$ cat config.mk
export PLATFORM = sky130hd
export DESIGN_NAME = snake_game_ctrl_flat
export DESIGN_NICKNAME = d
export VERILOG_FILES = /design/src/rtl/snake_game_ctrl_if.sv /design/src/rtl/snake_game_ctrl.sv /design/src/flat_wrapper.sv
export SDC_FILE = /design/constraint.sdc
export NUM_CORES = 1
export LEC_CHECK = 0
export ABC_AREA = 1
export BUFFER_PORTS_ARGS = -buffer_cell sky130_fd_sc_hd__buf_2
export CAP_MARGIN = 20
export CORE_MARGIN = 10
export CORE_UTILIZATION = 49
export DETAILED_ROUTE_END_ITERATION = 10
export GPL_ROUTABILITY_DRIVEN = 1
export PLACE_DENSITY = 0.71
export SLEW_MARGIN = 20
export SYNTH_ARGS = -nofsm -noshare
export SYNTH_HDL_FRONTEND = slang
export SYNTH_SLANG_ARGS = --single-unit
$ cat constraint.sdc
create_clock -name clk -period 3.6 [get_ports clk]
set_clock_uncertainty 0.15 [all_clocks]
set_input_delay 0.18 -clock clk [delete_from_list [all_inputs] [get_ports clk]]
set_output_delay 0.18 -clock clk [all_outputs]
set_load 0.02 [all_outputs]
$ cat src/rtl/snake_game_ctrl_if.sv
// snake_game_ctrl_if
//   Groups the request/status signals of the snake game sequencer.
//   master : the environment side (drives keys, collisions, apple, grants)
//   slave  : the sequencer side (drives status, move_tick, flash, rewards)
//   Signals
//     start_key        one-cycle pulse, start/restart (and pause) request
//     hit_wall         level, wall collision
//     hit_body         level, self collision
//     add_cube         level, apple eaten (may stay high for many cycles)
//     slow_grant       one-cycle pulse, grant slow reward
//     protect_grant    one-cycle pulse, grant protect reward
//     game_status[1:0] 00 RESTART, 01 START, 10 PLAY, 11 DIE
//     move_tick        one-cycle step strobe
//     die_flash        1 = snake visible, 0 = hidden
//     reward_slowly    slow reward active
//     reward_protected protect reward active
//     speed_level[5:0] apples eaten this game, saturating at 63
//   Handshake: there is no valid/ready pair; every request is either a
//   single-cycle pulse sampled on the clock edge where it is high, or a
//   level sampled on every edge. No request is ever back-pressured.
interface snake_game_ctrl_if;
  logic       start_key;
  logic       hit_wall;
  logic       hit_body;
  logic       add_cube;
  logic       slow_grant;
  logic       protect_grant;
  logic [1:0] game_status;
  logic       move_tick;
  logic       die_flash;
  logic       reward_slowly;
  logic       reward_protected;
  logic [5:0] speed_level;

  modport master (
    output start_key, hit_wall, hit_body, add_cube, slow_grant, protect_grant,
    input  game_status, move_tick, die_flash, reward_slowly, reward_protected,
           speed_level
  );

  modport slave (
    input  start_key, hit_wall, hit_body, add_cube, slow_grant, protect_grant,
    output game_status, move_tick, die_flash, reward_slowly, reward_protected,
           speed_level
  );
endinterface

$ cat src/rtl/snake_game_ctrl.sv
// snake_game_ctrl
//   Game-status sequencer for the snake datapath: RESTART/START/PLAY/DIE FSM,
//   move_tick pacing with apple speed-up, slow/protect rewards timed in move
//   ticks, and the death blink on die_flash.
//   Ports
//     clk  : system clock
//     rst  : asynchronous active-low reset
//     bus  : snake_game_ctrl_if.slave (see interface file for signal list)
//   The FSM state is visible directly on bus.game_status (state encoding is
//   the status code).
//   Optional feature: define SNAKE_PAUSE_EN to let start_key toggle a pause
//   while in PLAY. Without it start_key is ignored in PLAY.
module snake_game_ctrl #(
  parameter int unsigned BASE_PERIOD  = 12_500_000,
  parameter int unsigned MIN_PERIOD   = 500_000,
  parameter int unsigned STEP         = 50_000,
  parameter int unsigned SLOW_PERIOD  = 20_000_000,
  parameter int unsigned FLASH_HALF   = 12_500_000,
  parameter int unsigned FLASH_COUNT  = 6,
  parameter int unsigned REWARD_TICKS = 40
) (
  input  logic             clk,
  input  logic             rst,
  snake_game_ctrl_if.slave bus
);

  localparam int FW = $clog2(FLASH_COUNT + 1);
  localparam logic [31:0]   BASE_P  = 32'(BASE_PERIOD);
  localparam logic [31:0]   MIN_P   = 32'(MIN_PERIOD);
  localparam logic [31:0]   STEP_P  = 32'(STEP);
  localparam logic [31:0]   SLOW_P  = 32'(SLOW_PERIOD);
  localparam logic [31:0]   HALF_P  = 32'(FLASH_HALF);
  localparam logic [FW-1:0] FLASH_N = FW'(FLASH_COUNT);
  localparam logic [5:0]    REW_N   = 6'(REWARD_TICKS);

  typedef enum logic [1:0] {
    ST_RESTART = 2'b00,
    ST_START   = 2'b01,
    ST_PLAY    = 2'b10,
    ST_DIE     = 2'b11
  } state_e;

  state_e      state_q, state_d;
  logic [31:0] period_q, period_d;
  logic [31:0] tick_cnt_q, tick_cnt_d;
  logic [31:0] flash_cnt_q, flash_cnt_d;
  logic [FW-1:0] toggles_q, toggles_d;
  logic [5:0]  slow_cnt_q, slow_cnt_d;
  logic [5:0]  prot_cnt_q, prot_cnt_d;
  logic [5:0]  level_q, level_d;
  logic        move_tick_q, move_tick_d;
  logic        die_flash_q, die_flash_d;
  logic        slow_q, slow_d;
  logic        prot_q, prot_d;
  logic        add_prev_q, add_prev_d;
  logic        paused;
  logic        collision;
  logic        add_rise;
  logic [31:0] eff_period;

  assign collision  = bus.hit_wall | bus.hit_body;
  assign add_rise   = bus.add_cube & ~add_prev_q;
  assign eff_period = slow_q ? SLOW_P : period_q;

`ifdef SNAKE_PAUSE_EN
  logic paused_q, paused_d;

  // A collision always wins over a pause toggle and leaves the game unpaused.
  always_comb begin
    paused_d = paused_q;
    if (state_q == ST_RESTART) begin
      paused_d = 1'b0;
    end else if (state_q == ST_PLAY) begin
      if (collision)          paused_d = 1'b0;
      else if (bus.start_key) paused_d = ~paused_q;
    end
  end

  always_ff @(posedge clk or negedge rst) begin
    if (!rst) paused_q <= 1'b0;
    else      paused_q <= paused_d;
  end

  assign paused = paused_q;
`else
  assign paused = 1'b0;
`endif

  always_comb begin
    state_d     = state_q;
    period_d    = period_q;
    tick_cnt_d  = tick_cnt_q;
    flash_cnt_d = flash_cnt_q;
    toggles_d   = toggles_q;
    slow_cnt_d  = slow_cnt_q;
    prot_cnt_d  = prot_cnt_q;
    level_d     = level_q;
    move_tick_d = 1'b0;
    die_flash_d = die_flash_q;
    // Edge detector is frozen while paused so a held apple is not lost.
    add_prev_d  = (state_q == ST_PLAY && paused) ? add_prev_q : bus.add_cube;

    unique case (state_q)
      ST_RESTART: begin
        period_d    = BASE_P;
        level_d     = 6'd0;
        slow_cnt_d  = 6'd0;
        prot_cnt_d  = 6'd0;
        tick_cnt_d  = 32'd0;
        flash_cnt_d = 32'd0;
        toggles_d   = '0;
        die_flash_d = 1'b1;
        state_d     = ST_START;
      end
      ST_START: begin
        if (bus.start_key) state_d = ST_PLAY;
      end
      ST_PLAY: begin
        // Collision freezes everything else this cycle: no tick, no speed-up,
        // grants dropped, reward counters held into DIE.
        if (collision) begin
          state_d = ST_DIE;
        end else if (!paused) begin
          // >= rather than == so a period shortened below the running count
          // ticks immediately instead of wrapping through 2^32.
          if (tick_cnt_q >= eff_period - 32'd1) begin
            move_tick_d = 1'b1;
            tick_cnt_d  = 32'd0;
          end else begin
            tick_cnt_d  = tick_cnt_q + 32'd1;
          end
          // Rewards count the tick currently on move_tick; a grant reloads.
          if (bus.slow_grant)                         slow_cnt_d = REW_N;
          else if (move_tick_q && slow_cnt_q != 6'd0) slow_cnt_d = slow_cnt_q - 6'd1;
          if (bus.protect_grant)                      prot_cnt_d = REW_N;
          else if (move_tick_q && prot_cnt_q != 6'd0) prot_cnt_d = prot_cnt_q - 6'd1;
          if (add_rise) begin
            period_d = (period_q >= MIN_P + STEP_P) ? period_q - STEP_P : MIN_P;
            level_d  = (level_q == 6'd63) ? level_q : level_q + 6'd1;
          end
        end
      end
      ST_DIE: begin
        if (toggles_q != FLASH_N) begin
          if (flash_cnt_q >= HALF_P - 32'd1) begin
            flash_cnt_d = 32'd0;
            toggles_d   = toggles_q + FW'(1);
            die_flash_d = ~die_flash_q;
          end else begin
            flash_cnt_d = flash_cnt_q + 32'd1;
          end
        end else if (bus.start_key) begin
          state_d = ST_RESTART;
        end
      end
    endcase

    slow_d = (slow_cnt_d != 6'd0);
    prot_d = (prot_cnt_d != 6'd0);
  end

  always_ff @(posedge clk or negedge rst) begin
    if (!rst) begin
      state_q     <= ST_RESTART;
      period_q    <= BASE_P;
      tick_cnt_q  <= 32'd0;
      flash_cnt_q <= 32'd0;
      toggles_q   <= '0;
      slow_cnt_q  <= 6'd0;
      prot_cnt_q  <= 6'd0;
      level_q     <= 6'd0;
      move_tick_q <= 1'b0;
      die_flash_q <= 1'b1;
      slow_q      <= 1'b0;
      prot_q      <= 1'b0;
      add_prev_q  <= 1'b0;
    end else begin
      state_q     <= state_d;
      period_q    <= period_d;
      tick_cnt_q  <= tick_cnt_d;
      flash_cnt_q <= flash_cnt_d;
      toggles_q   <= toggles_d;
      slow_cnt_q  <= slow_cnt_d;
      prot_cnt_q  <= prot_cnt_d;
      level_q     <= level_d;
      move_tick_q <= move_tick_d;
      die_flash_q <= die_flash_d;
      slow_q      <= slow_d;
      prot_q      <= prot_d;
      add_prev_q  <= add_prev_d;
    end
  end

  assign bus.game_status      = state_q;
  assign bus.move_tick        = move_tick_q;
  assign bus.die_flash        = die_flash_q;
  assign bus.reward_slowly    = slow_q;
  assign bus.reward_protected = prot_q;
  assign bus.speed_level      = level_q;

endmodule

$ cat src/flat_wrapper.sv
// flat-port wrapper written by rule: the top's interface ports become plain ports
module snake_game_ctrl_flat 
#(
  parameter int unsigned BASE_PERIOD  = 12_500_000,
  parameter int unsigned MIN_PERIOD   = 500_000,
  parameter int unsigned STEP         = 50_000,
  parameter int unsigned SLOW_PERIOD  = 20_000_000,
  parameter int unsigned FLASH_HALF   = 12_500_000,
  parameter int unsigned FLASH_COUNT  = 6,
  parameter int unsigned REWARD_TICKS = 40
)
  (clk, rst, bus_start_key, bus_hit_wall, bus_hit_body, bus_add_cube, bus_slow_grant, bus_protect_grant, bus_game_status, bus_move_tick, bus_die_flash, bus_reward_slowly, bus_reward_protected, bus_speed_level);
  snake_game_ctrl_if bus_i ();
  input  logic clk;
  input  logic rst;
  input wire logic [$bits(bus_i.start_key)-1:0] bus_start_key;
  input wire logic [$bits(bus_i.hit_wall)-1:0] bus_hit_wall;
  input wire logic [$bits(bus_i.hit_body)-1:0] bus_hit_body;
  input wire logic [$bits(bus_i.add_cube)-1:0] bus_add_cube;
  input wire logic [$bits(bus_i.slow_grant)-1:0] bus_slow_grant;
  input wire logic [$bits(bus_i.protect_grant)-1:0] bus_protect_grant;
  output wire logic [$bits(bus_i.game_status)-1:0] bus_game_status;
  output wire logic [$bits(bus_i.move_tick)-1:0] bus_move_tick;
  output wire logic [$bits(bus_i.die_flash)-1:0] bus_die_flash;
  output wire logic [$bits(bus_i.reward_slowly)-1:0] bus_reward_slowly;
  output wire logic [$bits(bus_i.reward_protected)-1:0] bus_reward_protected;
  output wire logic [$bits(bus_i.speed_level)-1:0] bus_speed_level;
  assign bus_i.start_key = bus_start_key;
  assign bus_i.hit_wall = bus_hit_wall;
  assign bus_i.hit_body = bus_hit_body;
  assign bus_i.add_cube = bus_add_cube;
  assign bus_i.slow_grant = bus_slow_grant;
  assign bus_i.protect_grant = bus_protect_grant;
  assign bus_game_status = bus_i.game_status;
  assign bus_move_tick = bus_i.move_tick;
  assign bus_die_flash = bus_i.die_flash;
  assign bus_reward_slowly = bus_i.reward_slowly;
  assign bus_reward_protected = bus_i.reward_protected;
  assign bus_speed_level = bus_i.speed_level;
  snake_game_ctrl #(.BASE_PERIOD(BASE_PERIOD), .MIN_PERIOD(MIN_PERIOD), .STEP(STEP), .SLOW_PERIOD(SLOW_PERIOD), .FLASH_HALF(FLASH_HALF), .FLASH_COUNT(FLASH_COUNT), .REWARD_TICKS(REWARD_TICKS)) u_core (.clk(clk), .rst(rst), .bus(bus_i));
endmodule
Word-level counts from Yosys, hierarchy flattened
Cells that the tools add are included.

Bitwise logic cells: 4. Multiplexer cells: 37. Reduce and logical (&&, ||, !) cells: 15. Add/subtract/negate cells: 8. Equality and inequality tests: 14. Magnitude comparators: 3.

Operators by type and width (count): $mux W32 (8); $pmux W32 S2 (3); $add A32 B1 Y32 const B (2); $mux W6 (9); $pmux W6 S2 (3); $ge A32 B20 Y1 const B (1); $ge A32 B24 Y1 const B (1); $ge A32 B32 Y1 (1); $sub A32 B1 Y32 const B (1); $sub A32 B16 Y32 const B (1); $reduce_bool A6 Y1 (4); $sub A6 B1 Y6 const B (2); $ne A2 B2 Y1 const B (5); $mux W2 (4); $ne A2 B1 Y1 const B (4); $pmux W2 S4 (1); $reduce_and A4 Y1 (2); $add A6 B1 Y6 const B (1); $eq A6 B6 Y1 const B (1); $mux W3 (2); $pmux W3 S2 (1); $reduce_and A3 Y1 (2); $mux W1 (5); $eq A2 B2 Y1 const B (2); 11 further kinds (15).

Word-level logic and storage cells: 94. Output and inout bits: 12. Flip-flop bits (word level): 124. Bits of input ports: 8.

Depth between registers and ports, before layout
Depth after elaboration: 7. Mapped depth: 22. Depth with buffers taken out: 19.

Worst setup path after synthesis
Ideal clock, no wire load.

Path type: register -> register. Start point: reg u_core.slow_q (netlist: u_core.bus.reward_slowly). End point: reg u_core.tick_cnt_q[10]. Arrival: 2.973 ns. Stages on the path, launching flop included: 20. Slack: 0.347 ns. Setup time: 0.130 ns. Required time: 3.320 ns. Buffers on the path: 3. Clock period less this slack: 3.253 ns. Path through: dfrtp_1 -> buf_6 -> inv_4 -> buf_8 -> nand2_4 -> ha_1 -> nand2_1 -> nor4b_2 -> nand3_1 -> xor2_1 -> inv_1 -> ha_1 -> nand2_1 -> nor2_1 -> nand3_1 -> nor2_1 -> nand4_1 -> nand3_1 -> clkbuf_1 -> o21ai_0.

Longest elaborated chain between the ends: 6.

Ends and longest elaborated chain: start, declared (line snake_game_ctrl.sv:53) `logic slow_q, slow_d;`; start signal, assigned (line snake_game_ctrl.sv:188) `slow_q <= slow_d;`; $mux W32 (line snake_game_ctrl.sv:63) `assign eff_period = slow_q ? SLOW_P : period_q;`; $sub A32 B1 Y32 (line snake_game_ctrl.sv:126) `if (tick_cnt_q >= eff_period - 32'd1) begin`; $ge A32 B32 Y1 (line snake_game_ctrl.sv:126); $mux W32 (line snake_game_ctrl.sv:126); $mux W32 (line snake_game_ctrl.sv:121) `if (collision) begin`; $pmux W32 S2 (line snake_game_ctrl.sv:103) `unique case (state_q)`; end signal, assigned (line snake_game_ctrl.sv:180) `tick_cnt_q <= tick_cnt_d;`; end, declared (line snake_game_ctrl.sv:45) `logic [31:0] tick_cnt_q, tick_cnt_d;`.

No other way between the ends. The select of a mux whose other input is x is not followed. A chain may end at the register's enable or synchronous reset.

Worst setup path in the final report
Start point: reg u_core.slow_q (netlist: u_core.bus.reward_slowly). End point: reg u_core.tick_cnt_q[28].

The elaborated chain is that of the path after synthesis.

==> out/metrics.yaml <==
grt_start_max_net_pins: 77
port_buffers: 19
gp_congestion: 0.923
p_leak_nw: 4.66
timing.fmax_mhz: 297
syn2layout_area_growth_pct: 12.0
cp-end-kind: "register"
slew_headroom_pct: 51.8
p_switching_mw: 2.12
r2r_slack_ps: 230
vdd_drop_max_mv: 0.432
cts_tree: "yes"
grt_overflow: 0
ys_ff_latch: 120
drt_iter0_markers: 555
worstPathMaxFanout: 13
fillers: 1637
ctsRootBufferMaster: "clkbuf_16"
grt_pass1_wl_microns: 37500
syn_inst: 1246
clk_path_buf_depth: 2
synth_area_sq_mm: 0.00877
clk_pin_slew_worst_paths_ps: 60
tightest_slew_ps: 722
async_reset_ff_share_pct: 100
yosysWarnings: 0
synth_edf_count: 0
synth.most_common_cell: "nand2_1"
placedCellCount: 1476
final_antenna_net_count: 0
cp-start-kind: "register"
multi_input_area_sq_mm: 0.00505
antennaDiodeCount: 0
core_sq_mm: 0.0174
ys_types: 50
synth_ff_type: "dfrtp_1"
hpwl_microns: 16700
synth_seq_area_share_pct: 34.4
worstSkewPairLatency_ps: 420
grtUsageTotal_pct: 19.0
routed_wirelength_microns: 22200
p_clk_share_pct: 34.9
slowest_delay_ps: 450
worstSetupPathType: "reg -> reg"
synth_top_area_cell: "dfrtp_1"
fin_setup_tns_ps: 0
nets: 1333
syn_avg_cell_area_sq_um: 7.04
cts_buffers: 17
cp.arrival_ps: 3540
start_util_pct: 50.4
synth.top_cell.area_share_pct: 30.5
slew_violations: 0
pin_count: 20
p_seq_share_pct: 30.4
die_w_microns: 154
switching_share_pct: 40.0
p_per_area_mw_per_mm2: 540
maxCapViolations: 0
die_area_sq_mm: 0.0237
yosys-top-cells-area: "dfrtp_1 31%, nand2_1 13%, nor2_1 6.6%"
required_ps: 3780
vias_per_cell: 5.36
synth_common_cells: "311 x nand2_1, 155 x nor2_1, 133 x inv_1"
finalHoldViolations: 0
cp_cell_sequence: "buf_4, nor2_1, nand2_1, nor4b_2, nand3_1, xor2_1, inv_1, ha_1, a21oi_1, o21ai_1, a21o_1, a21oi_1, nand3_2, buf_4, o21ai_0"
drtPass1Iterations: 5
cp_slowest_cell: "dfrtp_2"
period_share_pct: 93.5
combPwrFrac_pct: 34.7
fin_cells: 1517
vias: 8133
hp-class: "in -> reg"
ff_latch_area_sq_mm: 0.00302
drc_errors: 0
setup_viol: 0
antenna_found_initial: 0
cts_max_level: 4
routedWlPerCell_microns: 14.6
clock_sinks: 120
grt_pass1_vias: 7694
drive_gt1_share_pct: 11.8
p_int_mw: 3.18
status: "complete, no violations"
min_period_ps: 3370
rows: 48
fp.dieH_microns: 154
==> worst paths after layout <==
check	start	endpoint	depth (start not counted)
max in group asynchronous	rst	u_core.period_q[10]	3
worst min register to register	u_core.bus.die_flash	u_core.bus.die_flash	2
worst max register to register	u_core.bus.reward_slowly	u_core.tick_cnt_q[28]	15
min in group asynchronous	rst	u_core.tick_cnt_q[5]	2
worst min-delay path	bus_start_key	u_core.bus.game_status[1]	4
worst max-delay path	u_core.bus.reward_slowly	u_core.tick_cnt_q[28]	15
==> worst max-delay path: cells and delay by family (launching register included) <==
family / cells / cell delay [ps]
XOR/XNOR: 1 / 160
adder cells (fa/ha/maj): 1 / 290
flip-flops: 1 / 450
AO/OA/AOI/OAI: 5 / 730
buffers and inverters: 3 / 440
AND/OR/NAND/NOR: 5 / 1040
==> layer usage <==
metal  share of wire (%)  up-vias  wire, microns  track usage (%)
met5                   0        -              0                0
met4                 1.9        0            411             5.49
met3                 4.9       27           1090             4.63
met2                  47      195          10500             30.8
met1                  46     3788          10200             24.4
li1                    -     4123              -                -
==> sequential cells by signal, summed over array words and instances (netlist names), 2 cells and up <==
name	count
u_core.bus.speed_level	6
u_core.prot_cnt_q	6
u_core.toggles_q	3
u_core.slow_cnt_q	6
u_core.flash_cnt_q	32
u_core.tick_cnt_q	32
u_core.bus.game_status	2
u_core.period_q	28
==> cells by family after synthesis <==
logic type | after synthesis | share of synthesized area, %
buf+inv | 175 | 8.26
compound gates | 154 | 9.40
fa+ha+maj | 46 | 6.56
simple gates | 703 | 36.6
xor+xnor | 47 | 4.69
flops | 120 | 34.4
other cells | 1 | 0.0427
==> cell type report <==
| class | instances | share of cell area [%] |
|---|---|---|
| Multi-Input combinational cell | 953 | 51.4 |
| Sequential cell | 120 | 30.7 |
| Inverter | 147 | 5.64 |
| Clock buffer | 17 | 4.33 |
| Timing Repair Buffer | 40 | 2.86 |
| Tap cell | 225 | 2.86 |
| Clock inverter | 15 | 2.19 |
==> what timing repair did <==
| item | 4_1_cts | 5_1_grt |
|---|---|---|
| hold endpoints to repair | 75 | 0 |
| gates resized for setup | 0 | 5 |
| buffers inserted | 0 | 5 |
| endpoints found under the setup margin | 0 | 33 |
| hold buffers | 4 | 0 |
==> placed cells by master, fill, tap and decap left out, types with 4 or more instances in the layout <==
| cell type | n |
|---|---|
| nand2_1 | 311 |
| nor2_1 | 155 |
| inv_1 | 133 |
| nand3_1 | 108 |
| dfrtp_1 | 106 |
| o21ai_0 | 69 |
| a21oi_1 | 50 |
| ha_1 | 46 |
| xor2_1 | 37 |
| nor3_1 | 28 |
| nand4_1 | 26 |
| o21ai_1 | 18 |
| buf_2 | 18 |
| clkbuf_16 | 17 |
| buf_4 | 16 |
| nor2_2 | 13 |
| dfstp_2 | 13 |
| inv_2 | 11 |
| xnor2_1 | 10 |
| nand2_2 | 8 |
| nor3_2 | 8 |
| nor4_1 | 7 |
| nand3b_1 | 7 |
| nand2_4 | 6 |
| nand3_2 | 5 |
| or2_2 | 5 |
| nor2_4 | 4 |
| a21o_1 | 4 |
| nor3b_1 | 4 |
| inv_6 | 4 |
| bufinv_16 | 4 |
| dlygate4sd3_1 | 4 |
==> power by group through the flow <==
stage                     clock network (mW)  logic (mW)  registers, mW
after floorplan                            0        1.36           1.64
after global placement                     0        1.78           1.63
after detailed placement                   0        1.81           1.63
after CTS                               1.88        1.83           1.61
after global routing                    1.96        2.08           1.63
final                                   1.85        1.84           1.61
==> metrics by stage <==
step                cell area, sq um  total power, mW  worst slack (ps)  hold slack, ps  utilization, %
floorplan                       8780             3.00               347            -266               -
global placement                9090             3.42               215             155            52.2
detailed placement              9090             3.45              78.7             162            52.2
CTS                             9770             5.32              77.2            9.05            56.1
global route                    9830             5.66             -54.1            49.1            56.4
finish                          9830             5.31               234            20.6            56.4
No activity file was read; power rests on OpenSTA's default activity.
